<file path="src/rtl/maze_pkg.sv">
// Shared definitions for the maze cell server: geometry, cell encodings,
// FSM state encoding and the power-on board contents.
package maze_pkg;

    localparam int GRID    = 24;
    localparam int COORD_W = 5;
    localparam int CELL_W  = 3;
    localparam int ADDR_W  = 2 * COORD_W;

    localparam logic [COORD_W-1:0] GRID_LIM = COORD_W'(GRID);
    localparam logic [COORD_W-1:0] GRID_TOP = COORD_W'(GRID - 1);

    typedef enum logic [CELL_W-1:0] {
        OCCUPIED      = 3'd0,
        AVAILABLE     = 3'd1,
        START         = 3'd2,
        END           = 3'd3,
        YOUR_POSITION = 3'd4
    } cell_e;

    typedef enum logic [2:0] {
        CLEAR = 3'd0,
        IDLE  = 3'd1,
        READ  = 3'd2,
        RESP  = 3'd3,
        WACK  = 3'd4
    } state_e;

    // Empty maze: playable area open, start/end corners marked, border blocked.
    function automatic logic [CELL_W-1:0] clear_value(input logic [ADDR_W-1:0] addr);
        logic [COORD_W-1:0] x;
        logic [COORD_W-1:0] y;
        x = addr[COORD_W-1:0];
        y = addr[ADDR_W-1:COORD_W];
        if (x >= GRID_LIM || y >= GRID_LIM)
            return OCCUPIED;
        else if (x == '0 && y == '0)
            return START;
        else if (x == GRID_TOP && y == GRID_TOP)
            return END;
        else
            return AVAILABLE;
    endfunction

endpackage

</file>
<file path="src/rtl/maze_ram.sv">
// Single-port synchronous cell RAM; read data appears the cycle after the
// address is presented. Contents are deliberately not reset.
module maze_ram #(
    parameter int ADDR_W = 10,
    parameter int DATA_W = 3
) (
    input  logic              clk,
    input  logic              we,
    input  logic [ADDR_W-1:0] addr,
    input  logic [DATA_W-1:0] wdata,
    output logic [DATA_W-1:0] rdata
);

    logic [DATA_W-1:0] mem [0:(1<<ADDR_W)-1];

    always_ff @(posedge clk) begin
        if (we)
            mem[addr] <= wdata;
        rdata <= mem[addr];
    end

endmodule

</file>
<file path="src/rtl/maze_cell_server.sv">
// Maze cell server: owns the cell RAM, clears it to an empty board, and
// services single-cell reads and writes through a req/ack handshake.
module maze_cell_server
    import maze_pkg::*;
(
    input  logic               clock,
    input  logic               resetn,
    input  logic               rd_req,
    input  logic [COORD_W-1:0] rd_x,
    input  logic [COORD_W-1:0] rd_y,
    output logic               rd_ack,
    output logic [CELL_W-1:0]  rd_data,
    output logic               rd_oob,
    input  logic               wr_req,
    input  logic [COORD_W-1:0] wr_x,
    input  logic [COORD_W-1:0] wr_y,
    input  logic [CELL_W-1:0]  wr_data,
    output logic               wr_ack,
    input  logic               init_start,
    output logic               init_busy
);

    state_e              state_reg, state_next;
    logic [ADDR_W-1:0]   clr_cnt_reg, clr_cnt_next;
    logic [CELL_W-1:0]   rd_data_reg, rd_data_next;
    logic                rd_oob_reg, rd_oob_next;

    logic                ram_we;
    logic [ADDR_W-1:0]   ram_addr;
    logic [CELL_W-1:0]   ram_wdata;
    logic [CELL_W-1:0]   ram_rdata;
    logic                rd_out_of_grid;

    assign rd_out_of_grid = (rd_x >= GRID_LIM) || (rd_y >= GRID_LIM);

    maze_ram #(
        .ADDR_W (ADDR_W),
        .DATA_W (CELL_W)
    ) u_ram (
        .clk   (clock),
        .we    (ram_we),
        .addr  (ram_addr),
        .wdata (ram_wdata),
        .rdata (ram_rdata)
    );

    always_ff @(posedge clock or negedge resetn) begin
        if (!resetn) begin
            state_reg   <= CLEAR;
            clr_cnt_reg <= '0;
            rd_data_reg <= '0;
            rd_oob_reg  <= 1'b0;
        end else begin
            state_reg   <= state_next;
            clr_cnt_reg <= clr_cnt_next;
            rd_data_reg <= rd_data_next;
            rd_oob_reg  <= rd_oob_next;
        end
    end

    always_comb begin
        state_next   = state_reg;
        clr_cnt_next = clr_cnt_reg;
        rd_data_next = rd_data_reg;
        rd_oob_next  = rd_oob_reg;
        ram_we       = 1'b0;
        ram_addr     = {rd_y, rd_x};
        ram_wdata    = wr_data;

        unique case (state_reg)
            CLEAR: begin
                ram_we       = 1'b1;
                ram_addr     = clr_cnt_reg;
                ram_wdata    = clear_value(clr_cnt_reg);
                clr_cnt_next = clr_cnt_reg + ADDR_W'(1);
                if (clr_cnt_reg == '1)
                    state_next = IDLE;
            end
            IDLE: begin
                if (init_start) begin
                    clr_cnt_next = '0;
                    state_next   = CLEAR;
                end else if (wr_req) begin
                    ram_we     = 1'b1;
                    ram_addr   = {wr_y, wr_x};
                    state_next = WACK;
                end else if (rd_req) begin
                    // Off-board reads short-circuit the RAM and answer as a wall.
                    if (rd_out_of_grid) begin
                        rd_data_next = OCCUPIED;
                        rd_oob_next  = 1'b1;
                        state_next   = RESP;
                    end else begin
                        state_next = READ;
                    end
                end
            end
            READ: begin
                rd_data_next = ram_rdata;
                rd_oob_next  = 1'b0;
                state_next   = RESP;
            end
            RESP:    state_next = IDLE;
            WACK:    state_next = IDLE;
            default: state_next = CLEAR;
        endcase
    end

    assign rd_ack    = (state_reg == RESP);
    assign wr_ack    = (state_reg == WACK);
    assign init_busy = (state_reg == CLEAR);
    assign rd_data   = rd_data_reg;
    assign rd_oob    = rd_oob_reg;

endmodule

</file>
<file path="config.mk">
export PLATFORM = sky130hd
export DESIGN_NAME = maze_cell_server
export DESIGN_NICKNAME = d
export VERILOG_FILES = /design/src/rtl/maze_pkg.sv /design/src/rtl/maze_ram.sv /design/src/rtl/maze_cell_server.sv
export SDC_FILE = /design/constraint.sdc
export NUM_CORES = 2
export LEC_CHECK = 0
export ABC_AREA = 1
export BUFFER_PORTS_ARGS = -buffer_cell sky130_fd_sc_hd__buf_4
export CORE_MARGIN = 1.5
export CORE_UTILIZATION = 30
export DETAILED_ROUTE_END_ITERATION = 10
export GPL_ROUTABILITY_DRIVEN = 0
export GPL_TIMING_DRIVEN = 0
export PLACE_DENSITY_LB_ADDON = 0.12
export SLEW_MARGIN = 20
export SYNTH_ARGS = -nofsm -noshare
export SYNTH_HDL_FRONTEND = slang
export SYNTH_HIERARCHICAL = 1
export SYNTH_SLANG_ARGS = --single-unit
</file>
<file path="constraint.sdc">
create_clock -name clock -period 29.8 [get_ports clock]
set_clock_uncertainty 0.2 [all_clocks]
set_input_delay 1.49 -clock clock [delete_from_list [all_inputs] [get_ports clock]]
set_output_delay 1.49 -clock clock [all_outputs]
set_load 0.01 [all_outputs]
</file>
==> results by group <==
Final layout
  – Share of cells above drive strength 1: 0.0913
  – Multi-input logic area: about 34,000 sq um
  – Sequential Area: slightly above 90,000 sq um
  – Fillers: 43,900
  – Max FFs per register: around 3,100
  – Layout Cells excl Fill: 19,400
  – Final core occ: 0.353
  – Area grow syn2layout: 17.4%
  – Nets@finish: 13,300

Min path
  – Hold Crit Class: primary input to asynchronous set/reset pin

STA
  – WHS: about 0.22 ns
  – Final setup fails: 0
  – Setup TNS: 0 ns
  – Slew headroom: 0.157
  – Hold Violations, Final: 0
  – Post-route minimum period: around 6.6 ns
  – Final Cycle Share: 0.223
  – Fmax achieved: between 150 and 200 MHz
  – RSZ-0062 raised after global routing: no
  – Max-slew violations: 0
  – Worst slew pin tran: roughly 1.3 ns

Yosys
  – Post-Syn Area: around 130,000 sq um
  – Distinct cell type count of the synthesized netlist: 33
  – Yosys top cell by area: edfxtp_1
  – Synth area leaders: edfxtp_1 (71%), nand2_1 (20%), nor2_1 (3.6%)
  – Seq/Total Area, Yosys: 0.711
  – Syn. warnings: 6
  – #FFs+latches synth: 3,092
  – Mapped Avg Cell Area: about 10 sq um
  – Synth top area share: 0.707
  – Post-Synthesis Cells: 12,700
  – Syn Nets: around 13,000

Clocking
  – Clock transition at path regs: 0.06 ns
  – Root Buffer Master: clkbuf_16
  – Post CTS Setup Buffer Count: 0
  – Clock Latency Late Sink: 1.00 ns
  – Total CTS buffers: between 300 and 400
  – Hold_buf cts: 0
  – CTS H-tree lvls: 5
  – Longest Clk Path Bufs: 4
  – CTS tree: yes
  – Clk sinks: ~3,100
  – Number of gates resized after CTS: 0

Place
  – # port buffers: 34
  – Dpl cells: roughly 19,000
  – DP HPWL: 459,000 um

Power
  – Reg power frac: 0.294
  – Power per cell area: approximately 120 nW/um^2
  – Comb pwr share: 0.479
  – Int Power: just under 10 mW
  – Leak pwr: just under 60 nW
  – Max VDD drop: 0.0731 mV
  – Switching part of the total: 0.485
  – Final Power: 18.7 mW
  – Switching power: between 9 and 10 mW
  – Clk pwr share: 0.227

Run
  – Max Cap Viol: 0

Critical path
  – Crit start category: primary input
  – Worst R2R End: u_ram/rdata[2]$_DFF_P_
  – Critical Path Start: init_start
  – Max incr delay on CP: between 0.9 and 1 ns
  – Worst path cell trace: buf_4, inv_1, nand2_1, nor2_1, buf_4, nand2_1, o211ai_2, buf_4, clkbuf_1, clkbuf_1, a21oi_1, o21ai_0, nand2_1, nor2_1, nand2_1, nand2_1, nand2_1, o21ai_1, nand2_1, nor2_1, nand2_1
  – Crit. End Element: flop
  – Worst R2R Path Depth: 20
  – Setup CP Type: primary input to flop
  – Required @ worst endpoint: a little over 30 ns
  – CP arrival: around 7 ns
  – R2r startpoint: state_reg[2]$_DFFE_PN0P_
  – Crit Path Max Fanout: 10
  – Crit path top cell by count: nand2_1
  – Slowest cell on the critical path: clkbuf_1
  – Internal reg-to-reg setup slack: 23.21 ns
  – CP endpoint: u_ram/rdata[2]$_DFF_P_

Floorplanning
  – Die area: ~440,000 sq um
  – Die height: around 660 um
  – Starting density of the core: 0.301
  – Std cell rows: roughly 240
  – Core area: 434,000 sq um
  – IO Count: 35
  – Die Width: between 600 and 700 um

Route
  – WL/cell: between 30 and 40 um
  – Total Wirelength: 637,000 um
  – Post-DR vias/cell: about 5.2
  – Number of DRC markers in iteration 0: 15,500
  – DRC: 0
  – Post-DRT Antenna Nets: 0
  – Via count: between 100k and 150k
  – First-pass detailed-route iteration total: 8

GRT
  – Vias in the first global route: slightly above 90,000
  – Gr usage total: 0.281
  – Initial antenna violation count: 108
  – Largest net degree at the start of global routing: 64
  – Global-route wire length before repair: 828,000 um
  – Global route overflow: 0

Status
  – Outcome: finished clean
[layout make-up]
| class | count | share of cell area |
|---|---|---|
| clock buffers | 434 | 0.0605 |
| repair buffers | 200 | 0.0260 |
| plain buffers | 756 | 0.0240 |
| multi-input cells | 8790 | 0.223 |
| inverters | 78 | 0.00196 |
| flip-flops and latches | 3092 | 0.606 |
| clock inverters | 198 | 0.0108 |
| diodes | 78 | 0.00127 |
| well taps | 5734 | 0.0468 |
[layout by cell type (no fill, tap or decap), types with 4 or more instances in the layout]
master and n:
a21oi_1 103, buf_1 19, buf_12 77, buf_16 75, buf_2 347, buf_4 60
buf_6 9, bufinv_16 21, clkbuf_1 310, clkbuf_16 357, clkbuf_2 75, clkbuf_4 56
clkbuf_8 4, clkinv_1 83, clkinv_2 60, clkinv_8 4, clkinvlp_4 10, dfrtp_1 17
diode_2 78, edfxtp_1 3072, inv_1 62, inv_2 12, inv_6 14, nand2_1 6862
nand2_2 4, nand2_4 4, nand3_1 358, nand4_1 27, nor2_1 1242, nor2_2 7
nor3_1 20, nor3_2 9, nor3_4 5, o211ai_2 9, o21ai_0 84, o21ai_1 44
[cell usage after synthesis, drive strengths merged]
library cell  number
nand2           6870
edfxtp          3072
nor2            1252
buf              388
clkbuf           368
nand3            360
o21ai            129
a21oi            104
inv               77
nor3              34
nand4             27
dfrtp             17
o211ai            10
dfxtp              3
ha                 2
nor3b              2
clkinv             1
[per-stage QoR]
step                      area [sq um]  setup slack [ns]
after floorplan                 130000             10.82
after detailed placement        142000             22.43
after global placement          138000            -12.77
after global routing            153000             23.37
final                           153000             23.16
after CTS                       153000             23.42
[routing by layer]
layer	share of wire	up-vias	track usage
li1	-	43000	-
met1	0.41	50600	0.391
met2	0.43	6012	0.420
met3	0.11	1026	0.0581
met4	0.050	34	0.126
met5	0.00038	-	0.000651
[cells by family (layout without fill, tap and decap cells)]
family                     after synthesis  in the layout  synth area share
adders and majority gates                2              2          0.000192
other                                    0             78                 0
and+or+nand+nor                       8545           8545             0.251
AOI/OAI and AO/OA                      243            243           0.00992
DFF                                   3092           3092             0.711
buffers and inverters                  834           1666            0.0281
[power by group through the flow]
stage	Clock (mW)	Sequential [mW]	Combinational, mW
floorplan	0	6.47	3.69
global placement	0	6.96	8.01
detailed placement	0	5.58	8.65
CTS	4.29	5.49	8.67
global route	4.44	5.49	9.15
finish	4.24	5.49	8.95
[critical path: cells and delay by family]
kind	cells	cell delay (ns)
buffers and inverters	6	2.56
AO/OA/AOI/OAI	4	1.43
AND/OR/NAND/NOR	11	1.65
[worst min-delay path by stage]
stage                                 from                          to  slack, ns  cells past startpoint
finish                              resetn  clr_cnt_reg[6]$_DFFE_PN0P_       0.22                      1
global route                        resetn  clr_cnt_reg[6]$_DFFE_PN0P_       0.21                      1
CTS                                 resetn  clr_cnt_reg[9]$_DFFE_PN0P_       0.17                      1
detailed placement  u_ram/rdata[0]$_DFF_P_      rd_data[0]$_DFFE_PN0P_       0.22                      2
global placement    u_ram/rdata[0]$_DFF_P_      rd_data[0]$_DFFE_PN0P_       0.22                      2
floorplan           u_ram/rdata[0]$_DFF_P_      rd_data[0]$_DFFE_PN0P_       0.21                      2
No activity file was read; power rests on OpenSTA's default activity.
